**config.mk**
```make
export PLATFORM = sky130hd
export DESIGN_NAME = serial_magnitude_comparator
export DESIGN_NICKNAME = d
export VERILOG_FILES = /design/src/rtl/serial_cmp_pkg.sv /design/src/rtl/serial_cmp_step.sv /design/src/rtl/serial_magnitude_comparator.sv
export SDC_FILE = /design/constraint.sdc
export NUM_CORES = 1
export LEC_CHECK = 0
export BUFFER_PORTS_ARGS = -buffer_cell sky130_fd_sc_hd__buf_2
export CAP_MARGIN = 20
export CORE_UTILIZATION = 48
export CTS_BUF_LIST = sky130_fd_sc_hd__clkbuf_16
export DETAILED_ROUTE_END_ITERATION = 16
export PLACE_DENSITY = 0.76
export SYNTH_ARGS = -nofsm -noshare
export SYNTH_HDL_FRONTEND = slang
export SYNTH_SLANG_ARGS = --single-unit
```
**constraint.sdc**
```tcl
create_clock -name clk -period 1.5 [get_ports clk]
set_input_delay 0.3 -clock clk [delete_from_list [all_inputs] [get_ports clk]]
set_output_delay 0.3 -clock clk [all_outputs]
set_load 0.02 [all_outputs]
```
**src/rtl/serial_cmp_pkg.sv**
```systemverilog
// Shared types for the bit-serial magnitude comparator.
package serial_cmp_pkg;

    // Running relation between the two operands seen so far
    typedef enum logic [1:0] {
        REL_EQ = 2'd0,
        REL_LT = 2'd1,
        REL_GT = 2'd2
    } cmp_rel_t;

    // Compare sequencer states
    typedef enum logic {
        S_IDLE  = 1'b0,
        S_SHIFT = 1'b1
    } cmp_state_t;

endpackage

```
**src/rtl/serial_cmp_step.sv**
```systemverilog
// One bit-step of the serial compare: folds a bit pair into the running relation.
module serial_cmp_step
    import serial_cmp_pkg::*;
#(
    parameter bit MSB_FIRST = 1'b0
) (
    input  cmp_rel_t rel,
    input  logic     a,
    input  logic     b,
    input  logic     is_sign_bit,
    input  logic     signed_mode,
    output cmp_rel_t rel_next
);

    logic invert;
    logic a_wins;

    // A differing sign bit in two's complement means the operand with the 1 is smaller
    always_comb begin
        invert   = is_sign_bit & signed_mode;
        a_wins   = a ^ invert;
        rel_next = rel;
        if (a != b) begin
            if (MSB_FIRST) begin
                // First difference from the top decides; later bits cannot override it
                if (rel == REL_EQ) rel_next = a_wins ? REL_GT : REL_LT;
            end else begin
                // Each more significant difference overrides what lower bits said
                rel_next = a_wins ? REL_GT : REL_LT;
            end
        end
    end

endmodule

```
**src/rtl/serial_magnitude_comparator.sv**
```systemverilog
// Bit-serial magnitude comparator with start/busy/done handshake.
module serial_magnitude_comparator
    import serial_cmp_pkg::*;
#(
    parameter int WIDTH     = 32,
    parameter bit MSB_FIRST = 1'b0
) (
    input  logic clk,
    input  logic rst,
    input  logic start,
    input  logic signed_mode,
    input  logic a,
    input  logic b,
    output logic busy,
    output logic done,
    output logic L,
    output logic E,
    output logic G
);

    localparam int            CW       = $clog2(WIDTH) + 1;
    localparam logic [CW-1:0] LAST     = CW'(WIDTH - 1);
    localparam logic [CW-1:0] SIGN_IDX = MSB_FIRST ? '0 : LAST;

    cmp_state_t    state;
    cmp_rel_t      rel;
    cmp_rel_t      rel_in;
    cmp_rel_t      rel_next;
    logic [CW-1:0] cnt;
    logic [CW-1:0] idx;
    logic          sm_q;
    logic          sm_cur;
    logic          is_sign;

    // In IDLE the step sees the start-cycle bit against a fresh EQ relation and live mode
    always_comb begin
        idx     = (state == S_IDLE) ? '0 : cnt;
        rel_in  = (state == S_IDLE) ? REL_EQ : rel;
        sm_cur  = (state == S_IDLE) ? signed_mode : sm_q;
        is_sign = (idx == SIGN_IDX);
    end

    serial_cmp_step #(
        .MSB_FIRST(MSB_FIRST)
    ) u_step (
        .rel        (rel_in),
        .a          (a),
        .b          (b),
        .is_sign_bit(is_sign),
        .signed_mode(sm_cur),
        .rel_next   (rel_next)
    );

    // Sequencer, bit counter, mode latch and registered result
    always_ff @(posedge clk) begin
        if (rst) begin
            state <= S_IDLE;
            rel   <= REL_EQ;
            cnt   <= '0;
            sm_q  <= 1'b0;
            busy  <= 1'b0;
            done  <= 1'b0;
            L     <= 1'b0;
            E     <= 1'b0;
            G     <= 1'b0;
        end else begin
            done <= 1'b0;
            case (state)
                S_IDLE: begin
                    if (start) begin
                        sm_q <= signed_mode;
                        rel  <= rel_next;
                        if (WIDTH == 1) begin
                            // Single-bit operands finish on the start edge itself
                            cnt  <= '0;
                            done <= 1'b1;
                            L    <= (rel_next == REL_LT);
                            E    <= (rel_next == REL_EQ);
                            G    <= (rel_next == REL_GT);
                        end else begin
                            cnt   <= CW'(1);
                            busy  <= 1'b1;
                            state <= S_SHIFT;
                        end
                    end
                end
                S_SHIFT: begin
                    rel <= rel_next;
                    if (cnt == LAST) begin
                        cnt   <= '0;
                        busy  <= 1'b0;
                        done  <= 1'b1;
                        L     <= (rel_next == REL_LT);
                        E     <= (rel_next == REL_EQ);
                        G     <= (rel_next == REL_GT);
                        state <= S_IDLE;
                    end else begin
                        cnt <= cnt + CW'(1);
                    end
                end
                default: state <= S_IDLE;
            endcase
        end
    end

endmodule

```
* Word-level counts from Yosys, hierarchy flattened *
Cells that the tools add are included.

operators by class
  add/sub/neg operators = 1
  multiply operators = 0
  divide/modulo/power cells = 0
  order comparisons = 0
  equal/unequal tests = 7
  shifts and indexed selects = 0
  mux-type cells = 17
  bitwise operators = 3
  reductions and logical operators = 5

operator list
  kind                                                    count
  two-way mux 6 bit                                       3
  equality test 6 x 5 -> 1 bit (second input constant)    2
  one-hot mux 6 bit (2 select lines)                      1
  two-way mux 2 bit                                       4
  adder 6 x 1 -> 6 bit (second input constant)            1
  two-way mux 1 bit                                       6
  AND reduction 2 bit                                     3
  one-hot mux 1 bit (2 select lines)                      2
  one-hot mux 2 bit (2 select lines)                      1
  equality test 2 x 1 -> 1 bit (second input constant)    1
  equality test 2 bit (second input constant)             1
  zero test 2 bit                                         1
  inequality test 2 x 1 -> 1 bit (second input constant)  1
  inequality test 2 bit (second input constant)           1
  OR reduction 2 bit                                      1
  bitwise AND 1 bit                                       1
  inequality test 1 bit                                   1
  NOT 1 bit                                               1
  bitwise XOR 1 bit                                       1

storage, ports and cells
  register bits after elaboration = 15
  bits in latches = 0
  memory bits (writable) = 0
  memory bits (read-only) = 0
  input port bits = 6
  output and inout port bits = 5
  word-level logic and storage cells = 42
  memories = 0

* Depth between registers and ports, before layout *
  depth in word-level cells = 8
  depth in mapped cells = 6

* By module *
A second synthesis with hierarchy kept.

second synthesis, totals
  cell total of the unflattened synthesis = 86
  area, all modules = 721.9 sq um

modules (own cells, without submodules)
  module                       times used  cells an instance  area an instance (sq um)  sequential area each (sq um)
  serial_magnitude_comparator  1           76                 664.4                     300.3
  serial_cmp_step              1           10                 57.6                      0.0

* Worst setup path before layout *
OpenSTA, ideal clock, no wires.

  path kind = reg2reg
  start = reg cnt[0]
  end = reg G
  setup time = 0.065 ns
  arrival time = 1.341 ns
  data required time = 1.435 ns
  path slack = 0.094 ns
  cell stages (with the launch flop) = 7
  clock period less this slack = 1.406 ns
  cell sequence = dfxtp_1 -> ha_1 -> and3_4 -> nand4b_1 -> a31oi_1 -> a22oi_1 -> nor2_1

between the ends
  cells in the longest elaborated chain, start to end = 7

RTL lines
  element                       line                               text
  start, declared               serial_magnitude_comparator.sv:29  logic [CW-1:0] cnt;
  start signal, assigned        serial_magnitude_comparator.sv:98  cnt <= cnt + CW'(1);
  two-way mux 6 bit             serial_magnitude_comparator.sv:37  idx = (state == S_IDLE) ? '0 : cnt;
  equality test 6 x 5 -> 1 bit  serial_magnitude_comparator.sv:40  is_sign = (idx == SIGN_IDX);
  bitwise AND 1 bit             serial_cmp_step.sv:20              invert = is_sign_bit & signed_mode;
  bitwise XOR 1 bit             serial_cmp_step.sv:21              a_wins = a ^ invert;
  two-way mux 2 bit             serial_cmp_step.sv:29              rel_next = a_wins ? REL_GT : REL_LT;
  two-way mux 2 bit             serial_cmp_step.sv:23              if (a != b) begin
  equality test 2 bit           serial_magnitude_comparator.sv:95  G <= (rel_next == REL_GT);
  end signal, assigned          serial_magnitude_comparator.sv:79  G <= (rel_next == REL_GT);
  end signal, assigned          serial_magnitude_comparator.sv:95
  end, declared                 serial_magnitude_comparator.sv:18  output logic G

Parallel ways exist; a longest one is shown, timed or not.
A chain may end at the register's enable or synchronous reset.

* Worst setup path in the final report *
  start = reg cnt[0]
  end = reg cnt[3]

between the ends
  cells in the longest elaborated chain, start to end = 3

RTL lines
  element                                                                      line                                                                  text
  adder 6 x 1 -> 6 bit / equality test 6 x 5 -> 1 bit (equally long branches)  serial_magnitude_comparator.sv:98, serial_magnitude_comparator.sv:89
  two-way mux 6 bit (*)                                                        serial_magnitude_comparator.sv:89                                     if (cnt == LAST) begin
  one-hot mux 6 bit (2 select lines) (*)                                       serial_magnitude_comparator.sv:68                                     case (state)

Every way passes the cells marked *; elsewhere a longest branch is shown, timed or not.

==> results by group <==
Setup path
  – Worst EP required: 1660 ps
  – Cell family with the largest share of critical-path delay: simple AND/OR/NAND/NOR gates
  – Largest fanout on the critical path: 4
  – Startpoint-to-endpoint class of the critical path: register to register
  – CP max-delay cell: sky130_fd_sc_hd__dfxtp_2
  – Stage delay of the slowest cell on the critical path: 330 ps
  – Bufs and invs on worst path: 1
  – Cell breakdown of the critical path: ha_1, buf_4, nand4_1, o21ai_2, or2b_1, a311oi_1
  – Critical path launch point type: register
  – Critical path endpoint category: register
  – Worst EP arrival: 1560 ps

Global routing
  – Number of global-route vias before repair: 639
  – Grt met2 use: 0.4297
  – Antenna violations before repair: 0
  – Global-route wire length before repair: 2780 um
  – Total routing resource utilization after global routing: 0.2709
  – Met1 routing resource usage after global routing: 0.3046
  – Most heavily used metal layer in global routing: met2
  – Met3 global-route usage: 0.09783
  – Remaining global-route overflow: 0
  – Pin count of the biggest net entering global routing: 17

Power and ir drop
  – Total power consumption of the routed design: 1.031 mW
  – Peak ir drop on the vdd network: 1.076 mV
  – Cell area power density: 1109 nW/um^2
  – Leakage dissipation: 0.3796 nW

STA
  – Slew headroom: 0.7778
  – Final critical path time including I/O delays and setup: 1398 ps
  – Pins over their slew limit: 0
  – Fmax: 715.2 MHz
  – Total of endpoints with negative setup slack in the final report: 0
  – Hold violation count in the final report: 0
  – Total Neg Setup Slack: 0 ps
  – Worst Setup Slack, final: 101.7 ps
  – Final worst clock skew: 6.243 ps
  – Transition time at the pin with the least slew margin: 333.3 ps
  – Setup repair after global routing missed its margin: false
  – Period utilization: 0.9322

Synthesis
  – Most frequent cells after synthesis: sky130_fd_sc_hd__dfxtp_1, sky130_fd_sc_hd__nor2_1, sky130_fd_sc_hd__a21oi_1
  – Fraction of registers with async set/reset: 0
  – Gate count after technology mapping: 84
  – Count of flip-flops with a built-in enable after synthesis: 0
  – Leading post-synthesis cells by cell area: sky130_fd_sc_hd__dfxtp_1, sky130_fd_sc_hd__nor2_1, sky130_fd_sc_hd__a21oi_1
  – Most instantiated library cell after synthesis: sky130_fd_sc_hd__dfxtp_1
  – Syn avg cell area: 8.669 sq um
  – Post-synthesis register bit count: 15
  – Part of the Yosys area used for sequential elements: 0.4124
  – Distinct cells, synth: 35
  – Post-Syn Area: 728.2 sq um
  – Area leader, netlist: sky130_fd_sc_hd__dfxtp_1
  – Top_reg_cell synth: sky130_fd_sc_hd__dfxtp_1
  – Share of Yosys cell area claimed by the top area cell type: 0.4124
  – Number of nets in the synthesized netlist: 91
  – Yosys warns: 0

Floorplan
  – Starting density of the core: 0.5394
  – Number of I/O pins: 11
  – Chip height: 40.95 um
  – Die Outline Area: 1677 sq um
  – Core box area: 1350 sq um
  – Die extent in x: 40.95 um
  – Core Rows: 13

CTS
  – Clock latency reported for the late side of the worst-skew pair: 250 ps
  – Clock tree from TritonCTS: done
  – Number of levels in the clock H-tree: 1
  – Clock input transition at the sequential cells of the worst setup and hold paths: 50 ps
  – Clock sink count: 15
  – Number of buffers created by CTS: 3
  – Max Buffers Root-to-Sink: 2
  – Root buffer cell: sky130_fd_sc_hd__clkbuf_16

Placement
  – Inst Count DP: 113
  – Placer congestion estimate: 0.7726
  – Number of port buffers: 10
  – Place WS: -26.88 ps
  – HPWL after DPL: 1156 um

Job
  – Max-cap violation count: 0

Route
  – DRC violation total after the first TritonRoute iteration: 11
  – Number of antenna-violating nets in the routed design: 0
  – Vias post-DR: 691
  – Post-route DRC: 0
  – Final Routed Wirelength: 1703 um
  – Routed length per placed instance: 14.43 um
  – Number of vias per cell after detailed routing: 5.856
  – Pre-Repair DR Iteration Count: 4

Finish
  – Number of cells in the finished layout apart from fillers: 118
  – Fillers: 124
  – Final core utilization: 0.6886
  – Antenna cells: 0
  – Syn-to-layout area delta: 27.66%
  – Proportion of layout cells with a drive suffix above 1: 0.2816
  – Final layout net count: 111

Status
  – Run status: finished, final reports clean

Hold path
  – Worst min path class: input port to register
==> final timing paths <==
| path | slack, ps | cells after the start | end | start |
|---|---|---|---|---|
| worst max-delay path | 100 | 6 | cnt[3] | cnt[0] |
| worst min-delay path | 290 | 3 | sm_q | signed_mode |
| worst max register to register | 100 | 6 | cnt[3] | cnt[0] |
| worst min register to register | 470 | 1 | cnt[0] | cnt[0] |
==> power breakdown <==
part | switching [mW] | leakage [nW] | total [mW] | internal, mW
Sequential | 0.0114 | 0.123 | 0.426 | 0.415
Clock | 0.162 | 0.0423 | 0.514 | 0.353
Combinational | 0.0526 | 0.214 | 0.0904 | 0.0378
==> area by class of cell <==
| class | instances | area, sq um | share of cell area |
|---|---|---|---|
| well taps | 15 | 18.77 | 0.02019 |
| clock inverters | 1 | 3.754 | 0.004038 |
| clock buffers | 3 | 75.07 | 0.08075 |
| repair buffers | 18 | 110.1 | 0.1184 |
| flip-flops and latches | 15 | 302.8 | 0.3257 |
| inverters | 1 | 3.754 | 0.004038 |
| multi-input cells | 65 | 415.4 | 0.4468 |
==> through the flow <==
step | hold slack [ps] | area (sq um)
global placement | 481.3 | 837.1
detailed placement | 487.3 | 837.1
CTS | 291.0 | 923.4
floorplan | 372.1 | 728.2
global route | 304.8 | 929.6
finish | 291.2 | 929.6
==> repair_timing <==
| item | CTS | global route |
|---|---|---|
| gates resized for setup | 0 | 4 |
| pin swaps | 1 | 3 |
| endpoints found under the setup margin | 2 | 3 |
| setup buffers | 1 | 0 |
| hold buffers | 0 | 0 |
==> kinds of logic (layout without fill, tap and decap cells) <==
family | Yosys count | after routing | share of synthesized area
compound gates | 19 | 19 | 0.1787
simple gates | 43 | 43 | 0.3419
fa+ha+maj | 1 | 1 | 0.01718
buf+inv | 4 | 23 | 0.02233
mux | 2 | 2 | 0.02749
flops | 15 | 15 | 0.4124
==> layer usage <==
layer | vias up | wire length (um)
li1 | 346 | -
met1 | 327 | 752
met2 | 13 | 836
met3 | 5 | 70
met4 | 0 | 43
met5 | - | 0
==> sequential cells by signal (all words and copies together) (netlist names) <==
signal  flops
cnt         6
rel         2
E           1
G           1
L           1
busy        1
done        1
sm_q        1
state       1
==> layout by cell type, fill, tap and decap left out, types with 2 or more instances in the layout <==
cell type                   instances
sky130_fd_sc_hd__buf_2             10
sky130_fd_sc_hd__nand3b_1           3
sky130_fd_sc_hd__nor2_1            14
sky130_fd_sc_hd__dfxtp_2            2
sky130_fd_sc_hd__nor4_1             2
sky130_fd_sc_hd__nand2b_1           3
sky130_fd_sc_hd__dfxtp_1           13
sky130_fd_sc_hd__nor3b_1            3
sky130_fd_sc_hd__a211oi_1           2
sky130_fd_sc_hd__clkbuf_16          3
sky130_fd_sc_hd__nor2b_1            2
sky130_fd_sc_hd__a311oi_1           2
sky130_fd_sc_hd__buf_4              8
sky130_fd_sc_hd__inv_1              2
sky130_fd_sc_hd__a21oi_1            5
sky130_fd_sc_hd__o21ai_1            2
sky130_fd_sc_hd__mux2i_1            2
sky130_fd_sc_hd__nand2_1            4
sky130_fd_sc_hd__a22oi_1            2
==> worst reg2reg max path, cell delays in order, from the launching register on <==
cell and delay, ps:
sky130_fd_sc_hd__dfxtp_2 330, sky130_fd_sc_hd__ha_1 200, sky130_fd_sc_hd__buf_4 140, sky130_fd_sc_hd__nand4_1 110, sky130_fd_sc_hd__o21ai_2 90, sky130_fd_sc_hd__or2b_1 240, sky130_fd_sc_hd__a311oi_1 210
Power figures use the tool's default switching activity.
